`src/rtl/cv_dac_ramp.sv`:
```
// Slew-limited CV-loop DAC sequencer: ramps the DAC code toward a firmware target
// in tick-paced steps and runs VBUS discharge after a downward ramp.
module cv_dac_ramp #(
   parameter int DW  = 10,
   parameter int TW  = 8,
   parameter int DTO = 200
) (
   input  logic          clk,
   input  logic          rst,
   input  logic          i_tick,
   input  logic [DW-1:0] i_tgt,
   input  logic          i_tgt_wr,
   input  logic [3:0]    i_step,
   input  logic [TW-1:0] i_intv,
   input  logic          i_abort,
   input  logic          i_vo_hi,
   output logic [DW-1:0] o_dac,
   output logic          o_dischg,
   output logic          o_busy,
   output logic          o_done,
   output logic          o_dis_to,
   output logic [2:0]    o_state
);

   // state  | meaning
   // IDLE   | no ramp in progress, code held
   // UP     | stepping code upward toward target
   // DN     | stepping code downward toward target
   // DSCHG  | discharge enabled until VBUS falls or timeout
   // SETTLE | waiting one step period before reporting done
   typedef enum logic [2:0] {
      IDLE   = 3'd0,
      UP     = 3'd1,
      DN     = 3'd2,
      DSCHG  = 3'd3,
      SETTLE = 3'd4
   } state_t;

   localparam logic [TW-1:0] DTO_M1 = TW'(DTO - 1);

   state_t        state;
   logic [DW-1:0] tgt;
   logic [TW-1:0] cnt;
   logic [TW-1:0] dcnt;

   logic                 step_ev;
   logic [DW:0]          step_eff;
   logic [DW:0]          sum;
   logic signed [DW+1:0] diff;
   logic                 up_hit;
   logic                 dn_hit;

   always_comb begin
      step_ev  = i_tick && (cnt == '0);
      step_eff = (i_step == 4'd0) ? (DW+1)'(1) : (DW+1)'(i_step);
      sum      = {1'b0, o_dac} + step_eff;
      // one guard bit beyond the sum so a large step below zero stays negative
      diff     = $signed({2'b00, o_dac}) - $signed({1'b0, step_eff});
      up_hit   = (sum >= {1'b0, tgt});
      dn_hit   = (diff <= $signed({2'b00, tgt}));
   end

   always_ff @(posedge clk) begin
      if (rst) begin
         state    <= IDLE;
         o_dac    <= '0;
         tgt      <= '0;
         cnt      <= '0;
         dcnt     <= '0;
         o_dischg <= 1'b0;
         o_done   <= 1'b0;
         o_dis_to <= 1'b0;
      end else begin
         o_done <= 1'b0;

         if (i_tgt_wr && !(i_abort && state != IDLE))
            cnt <= i_intv;
         else if (i_tick)
            cnt <= (cnt == '0) ? i_intv : cnt - 1'b1;

         if (i_abort && state != IDLE) begin
            state    <= IDLE;
            o_dischg <= 1'b0;
         end else if (i_tgt_wr) begin
            tgt      <= i_tgt;
            o_dis_to <= 1'b0;
            o_dischg <= 1'b0;
            if (i_tgt > o_dac)      state <= UP;
            else if (i_tgt < o_dac) state <= DN;
            else                    state <= SETTLE;
         end else begin
            case (state)
               UP: if (step_ev) begin
                  if (up_hit) begin
                     o_dac <= tgt;
                     state <= SETTLE;
                  end else begin
                     o_dac <= sum[DW-1:0];
                  end
               end
               DN: if (step_ev) begin
                  if (dn_hit) begin
                     o_dac    <= tgt;
                     state    <= DSCHG;
                     dcnt     <= '0;
                     o_dischg <= 1'b1;
                  end else begin
                     o_dac <= diff[DW-1:0];
                  end
               end
               DSCHG: begin
                  if (!i_vo_hi) begin
                     state    <= SETTLE;
                     o_dischg <= 1'b0;
                  end else if (i_tick) begin
                     if (dcnt == DTO_M1) begin
                        o_dis_to <= 1'b1;
                        state    <= SETTLE;
                        o_dischg <= 1'b0;
                     end
                     dcnt <= dcnt + 1'b1;
                  end
               end
               SETTLE: if (step_ev) begin
                  state  <= IDLE;
                  o_done <= 1'b1;
               end
               default: state <= IDLE;
            endcase
         end
      end
   end

   assign o_busy  = (state != IDLE);
   assign o_state = state;

endmodule

```
`config.mk`:
```
export PLATFORM = sky130hd
export DESIGN_NAME = cv_dac_ramp
export DESIGN_NICKNAME = d
export VERILOG_FILES = /design/src/rtl/cv_dac_ramp.sv
export SDC_FILE = /design/constraint.sdc
export NUM_CORES = 1
export LEC_CHECK = 0
export ABC_CLOCK_PERIOD_IN_PS = 9030
export CAP_MARGIN = 5
export CORE_MARGIN = 10
export CORE_UTILIZATION = 55
export CTS_BUF_LIST = sky130_fd_sc_hd__clkbuf_4 sky130_fd_sc_hd__clkbuf_8
export DETAILED_ROUTE_END_ITERATION = 8
export HOLD_SLACK_MARGIN = 0.03
export PLACE_DENSITY = 0.89
export REMOVE_ABC_BUFFERS = 1
export SETUP_SLACK_MARGIN = 0.4
export SYNTH_ARGS = -nofsm -noshare
export SYNTH_HDL_FRONTEND = slang
export SYNTH_SLANG_ARGS = --single-unit
```
`constraint.sdc`:
```
create_clock -name clk -period 9.03 [get_ports clk]
set_clock_uncertainty 0.05 [all_clocks]
set_input_delay 1.3545 -clock clk [delete_from_list [all_inputs] [get_ports clk]]
set_output_delay 1.3545 -clock clk [all_outputs]
set_load 0.05 [all_outputs]
```
After elaboration in Yosys (flattened, before gate mapping):

Index checks and enable logic that the tools add are counted.

* multipliers: 0
* mux-type cells: 38
* magnitude comparators: 4
* eq/ne operators: 19
* div/mod/pow operators: 0
* shift operators: 0
* reductions and logical operators: 23
* $add $sub $neg: 4
* bitwise operators: 3

Operators by type and width (number)
* $mux 8: 7
* $mux 10: 4
* $mux 3: 11
* $ne 3x3->1 const B: 7
* $pmux 10 s2: 1
* $pmux 8 s2: 1
* $reduce_and 5->1: 3
* $reduce_and 7->1: 2
* $reduce_bool 2->1: 7
* $pmux 3 s4: 1
* $add 10x4->11: 1
* $ge 11x10->1: 1
* $le 11x11->1: 1
* $mux 1: 11
* $sub 10x4->11: 1
* $gt 10x10->1: 1
* $lt 10x10->1: 1
* $ne 2x2->1 const B: 5
* $add 8x1->8 const B: 1
* $eq 8x8->1 const B: 1
* $logic_not 8->1: 1
* $ne 4x4->1 const B: 2
* $sub 8x1->8 const B: 1
* $eq 3x2->1 const B: 2
* 13 further kinds: 17

* output and inout bits: 17
* logic and storage cells: 99
* bits in registers: 42
* bits in read-only memories: 0
* bits in latches: 0
* memories kept: 0
* input bits: 28
* bits in writable memories: 0

Depth between registers and ports, before layout:

* word-level depth: 8
* depth in mapped cells: 19

Worst setup path after synthesis:

OpenSTA, ideal clock, no wires.

* path kind: input -> register
* start: in i_step[1]
* end: reg dcnt[5]
* arrival: 4.719 ns
* required time: 8.908 ns
* buffers on the path: 2
* stages on the path: 18
* setup slack: 4.189 ns
* library setup time: 0.072 ns
* path through: inv_1 a31o_2 ha_1 inv_1 fa_1 a21o_1 a21oi_1 nand4_1 xnor2_1 ha_1 nand4_1 nor3_1 or3_1 buf_6 o21ai_4 buf_6 or3b_1 mux2i_1

* word-level cells in the longest chain between the ends: 6

RTL lines
* start, declared: RTL line 13 `input logic [3:0] i_step,`
* $logic_not 4->1: RTL line 55 `step_eff = (i_step == 4'd0) ? (DW+1)'(1) : (DW+1)'(i_step);`
* $mux 4 (*): RTL line 55
* $sub 10x4->11 (*): RTL line 58 `diff = $signed({2'b00, o_dac}) - $signed({1'b0, step_eff});`
* $le 11x11->1 (*): RTL line 60 `dn_hit = (diff <= $signed({2'b00, tgt}));`
* $ne 2x2->1 (no line) (*)
* $reduce_and 7->1 (no line) (*)
* end signal, assigned: RTL line 121 `dcnt <= dcnt + 1'b1;`
* end, declared: RTL line 44 `logic [TW-1:0] dcnt;`

Every way passes the cells marked *; elsewhere a longest branch is shown, timed or not.
A chain may end at the register's enable or synchronous reset.

Worst setup path in the final report:

* start: in i_step[1]
* end: reg dcnt[4]

The elaborated chain is that of the path after synthesis.

==> impl_metrics.csv <==
group,metric,value,unit
placement,place_congestion,0.974,
clock_tree,cts_tree,"yes",
clock_tree,cts-htree-levels,2,
route,detail_route.vias_per_cell,6.44,
timing,hold_ws,0.408,ns
power_and_ir_drop,power_density,143,nW/um2
yosys,yosys.area_share.adder,0.142,
yosys,ys_seq_area_frac,0.212,
yosys,synthSimpleGateAreaFrac,0.235,
timing,worst_slew_margin_rel,0.362,
critical_path,cp_max_fanout,22,
route,drt_iter0_drc,415,
hold_path,holdCritStartpoint,"tgt[5]$_SDFFE_PP0P_",
layout,num-nets-final,596,
critical_path,cp_cell_sequence,"clkdlybuf4s50_1 -> inv_1 -> a31o_2 -> ha_1 -> inv_1 -> fa_1 -> a21o_1 -> a21oi_1 -> nand4_1 -> xnor2_1 -> ha_1 -> nand4_1 -> nor3_1 -> or3_1 -> o21ai_4 -> or3b_1 -> mux2i_1",
layout,fin_cells,621,
hold_path,hp-class,"register to register",
clock_tree,post_cts_buffers,0,
timing,setup-tns-final,0,ns
floorplanning,initial_core_util,0.575,
clock_tree,clk-insertion-delay-late,0.31,ns
critical_path,setup.worst_path.class,"input port to register",
route,routed_wl,11600,um
yosys,synth_compound_area_frac,0.289,
clock_tree,number_of_buffers_created_by_cts,5,
floorplanning,ios,45,
timing,setup_viol,0,
clock_tree,path_clk_slew,0.08,ns
critical_path,critPathCaptureType,"register",
route,post-route-drc-count,0,
global_routing,grt.total_usage,0.201,
critical_path,timing.critical_path.slowest_cell_delay,0.54,ns
layout,fill_cells,623,
route,routedLengthMet1,4830,um
yosys,synth_cell_type_count,81,
layout,layout-drive-gt1-share,0.0686,
clock_tree,cts_buffer_depth,2,
global_routing,grt_max_degree,47,
yosys,yosysTopAreaCell,"dfxtp_1",
route,ant_nets,0,
critical_path,worst_ep_required_time,9.21,ns
placement,dpl_wire_length,8900,um
placement,number_of_port_buffers,44,
yosys,synth_ff_type,"dfxtp_1",
critical_path,startpoint_type,"input port",
global_routing,initial_antenna_violation_count,0,
timing,min_period,5.68,ns
route,drt-pass1-iter-count,5,
yosys,syn_inst,498,
global_routing,grt_pass1_vias,3866,
yosys,synth-warning-count,0,
timing,timing.final.hold_violations,0,
layout,syn2layout_area_growth,13.6,%
yosys,synth_top_area_frac,0.212,
yosys,synth_mux_area_frac,0.0252,
yosys,synthesis.area,3970,um2
power_and_ir_drop,leakagePower,0.00169,uW
yosys,syn_avg_cell_area,7.98,um2
yosys,yosys-top-cells-area,"dfxtp_1 21%, ha_1 13%, a21oi_1 4.7%",
placement,dp.cells,613,
floorplanning,placeableCoreArea,6910,um2
route,top_layer_used,"met4",
critical_path,crit-reg2reg-launch,"o_dac[0]$_SDFFE_PP0P_",
clock_tree,cts.sinks,42,
clock_tree,holdBufCountCts,0,
timing,post-route-period-util,0.629,
clock_tree,cts.repair.resized,0,
timing,setup_repair_after_global_routing_missed_its_margin,"no",
critical_path,timing.critical_path.from,"i_step[1]",
clock_tree,ctsRootBufferMaster,"clkbuf_8",
flow_run,max-cap-violations,0,
floorplanning,num_rows,30,
timing,tightest_slew,0.954,ns
critical_path,cp_data_arrival_time,5.86,ns
timing,timing.fmax,176,MHz
critical_path,timing.critical_path.buf_inv,3,
floorplanning,fp.dieW,105,um
floorplanning,die-area,11000,um2
global_routing,globalRouteOverflowTotal,0,
route,routed-wl-met3,826,um
yosys,synthArstFlopShare,0,
global_routing,grt_first_pass_wirelength,19000,um
yosys,post_synthesis_xor_xnor_area_fraction,0.0309,
layout,num_antenna_cells,0,
route,routed-wl-met2,5700,um
status,run_status,"complete, no violations",
power_and_ir_drop,max-vdd-ir-drop,0.126,mV
route,route.vias.total,3999,
critical_path,critPathSlowestCell,"or3_1",
yosys,synth-edff-count,0,
floorplanning,die_height,105,um
yosys,ys_seq_elements,42,
critical_path,critPathTopFamily,"simple AND/OR/NAND/NOR gates",
timing,slew_violations,0,
yosys,synth_top_family_by_area,"compound AO/OA/AOI/OAI gates",
route,routed_wire_length_per_instance,18.7,um
-- registers in the layout (all words and copies together) (netlist names) --
| name | cells |
|---|---|
| o_dac | 10 |
| o_done | 1 |
| o_dis_to | 1 |
| o_state | 3 |
| dcnt | 8 |
| cnt | 8 |
| o_dischg | 1 |
| tgt | 10 |
-- metal layers --
layer / up-vias / global-route usage
li1: 1912 / -
met5: - / 0
met4: 0 / 0.0706
met3: 26 / 0.0393
met2: 200 / 0.348
met1: 1861 / 0.240
-- synthesized netlist by cell type, types with 4 or more instances --
cell      count
buf_2         4
nor4_1        5
nand2b_1      5
nor3_1        8
o21ai_0      23
clkbuf_1     18
o31a_1        4
a21oi_1      37
nand2_1      44
o31ai_1       4
mux2i_1      10
nand4_1       9
a31oi_1       5
nor2_1       30
or3b_1        6
or3_1         7
a21o_1       10
nand3_1       7
nor2b_1       9
a311oi_1      4
inv_1        33
ha_1         42
a21oi_2       4
a211oi_1     20
nor3b_1       5
dfxtp_1      42
and2_1        4
a211o_1       5
xnor2_1      11
o211ai_1      5
nand3b_1      7
-- final cells by class --
type	count	area (um2)	share of cell area
clock buffers	7	90.1	0.0200
well taps	96	120	0.0266
flip-flops and latches	42	841	0.186
clock inverters	1	5.00	0.00111
repair buffers	47	463	0.103
inverters	34	128	0.0283
multi-input cells	394	2870	0.635
-- kinds of logic after synthesis --
kind of cell / count (synthesis)
DFF: 42
xor gates and xnor gates: 14
adders and majority gates: 44
and+or+nand+nor: 167
AOI/OAI and AO/OA: 159
buffers and inverters: 62
muxes: 10
-- power by group --
group | leakage [uW] | switching [uW] | total (uW) | internal (uW)
clock | 0.0000517 | 69.7 | 135 | 64.8
combinational | 0.00130 | 175 | 287 | 113
sequential | 0.000342 | 23.4 | 224 | 201
total | 0.00169 | 268 | 646 | 378
-- final timing paths --
| kind | to | slack (ns) | cells past startpoint |
|---|---|---|---|
| hold reg to reg | tgt[5]$_SDFFE_PP0P_ | 0.41 | 2 |
| setup / recovery | dcnt[4]$_SDFFE_PP0P_ | 3.35 | 17 |
| setup reg to reg | dcnt[4]$_SDFFE_PP0P_ | 4.73 | 15 |
| hold / removal | tgt[5]$_SDFFE_PP0P_ | 0.41 | 2 |
-- per-stage QoR --
stage	power [uW]	setup WS [ns]	cell area, um2	util
final	646	3.35	4520	0.654
after global routing	683	2.98	4520	0.654
after CTS	641	3.36	4520	0.654
after detailed placement	508	3.06	4420	0.640
after global placement	498	3.27	4420	0.640
after floorplan	424	4.06	3840	-
-- cell usage in the layout, fill, tap and decap left out, types with 3 or more instances in the layout --
cell and count:
a2111oi_0 3, a211o_1 5, a211oi_1 20, a21o_1 10, a21oi_1 37, a21oi_2 4, a311oi_1 4, a31oi_1 5
and2_1 4, buf_4 3, clkbuf_8 6, clkdlybuf4s50_1 44, dfxtp_1 42, ha_1 42, inv_1 33, mux2i_1 10
nand2_1 44, nand2b_1 5, nand3_1 7, nand3b_1 7, nand4_1 9, nor2_1 30, nor2b_1 9, nor3_1 8
nor3b_1 5, nor4_1 5, o211ai_1 5, o21ai_0 23, o22ai_1 3, o31a_1 4, o31ai_1 4, or3_1 7
or3b_1 6, xnor2_1 11, xor2_1 3
-- worst min-delay path, cell delays in order (launching register included) --
cell and delay (ns):
dfxtp_1 0.31, nand2_1 0.05, a21oi_1 0.05
Power figures use the tool's default switching activity.
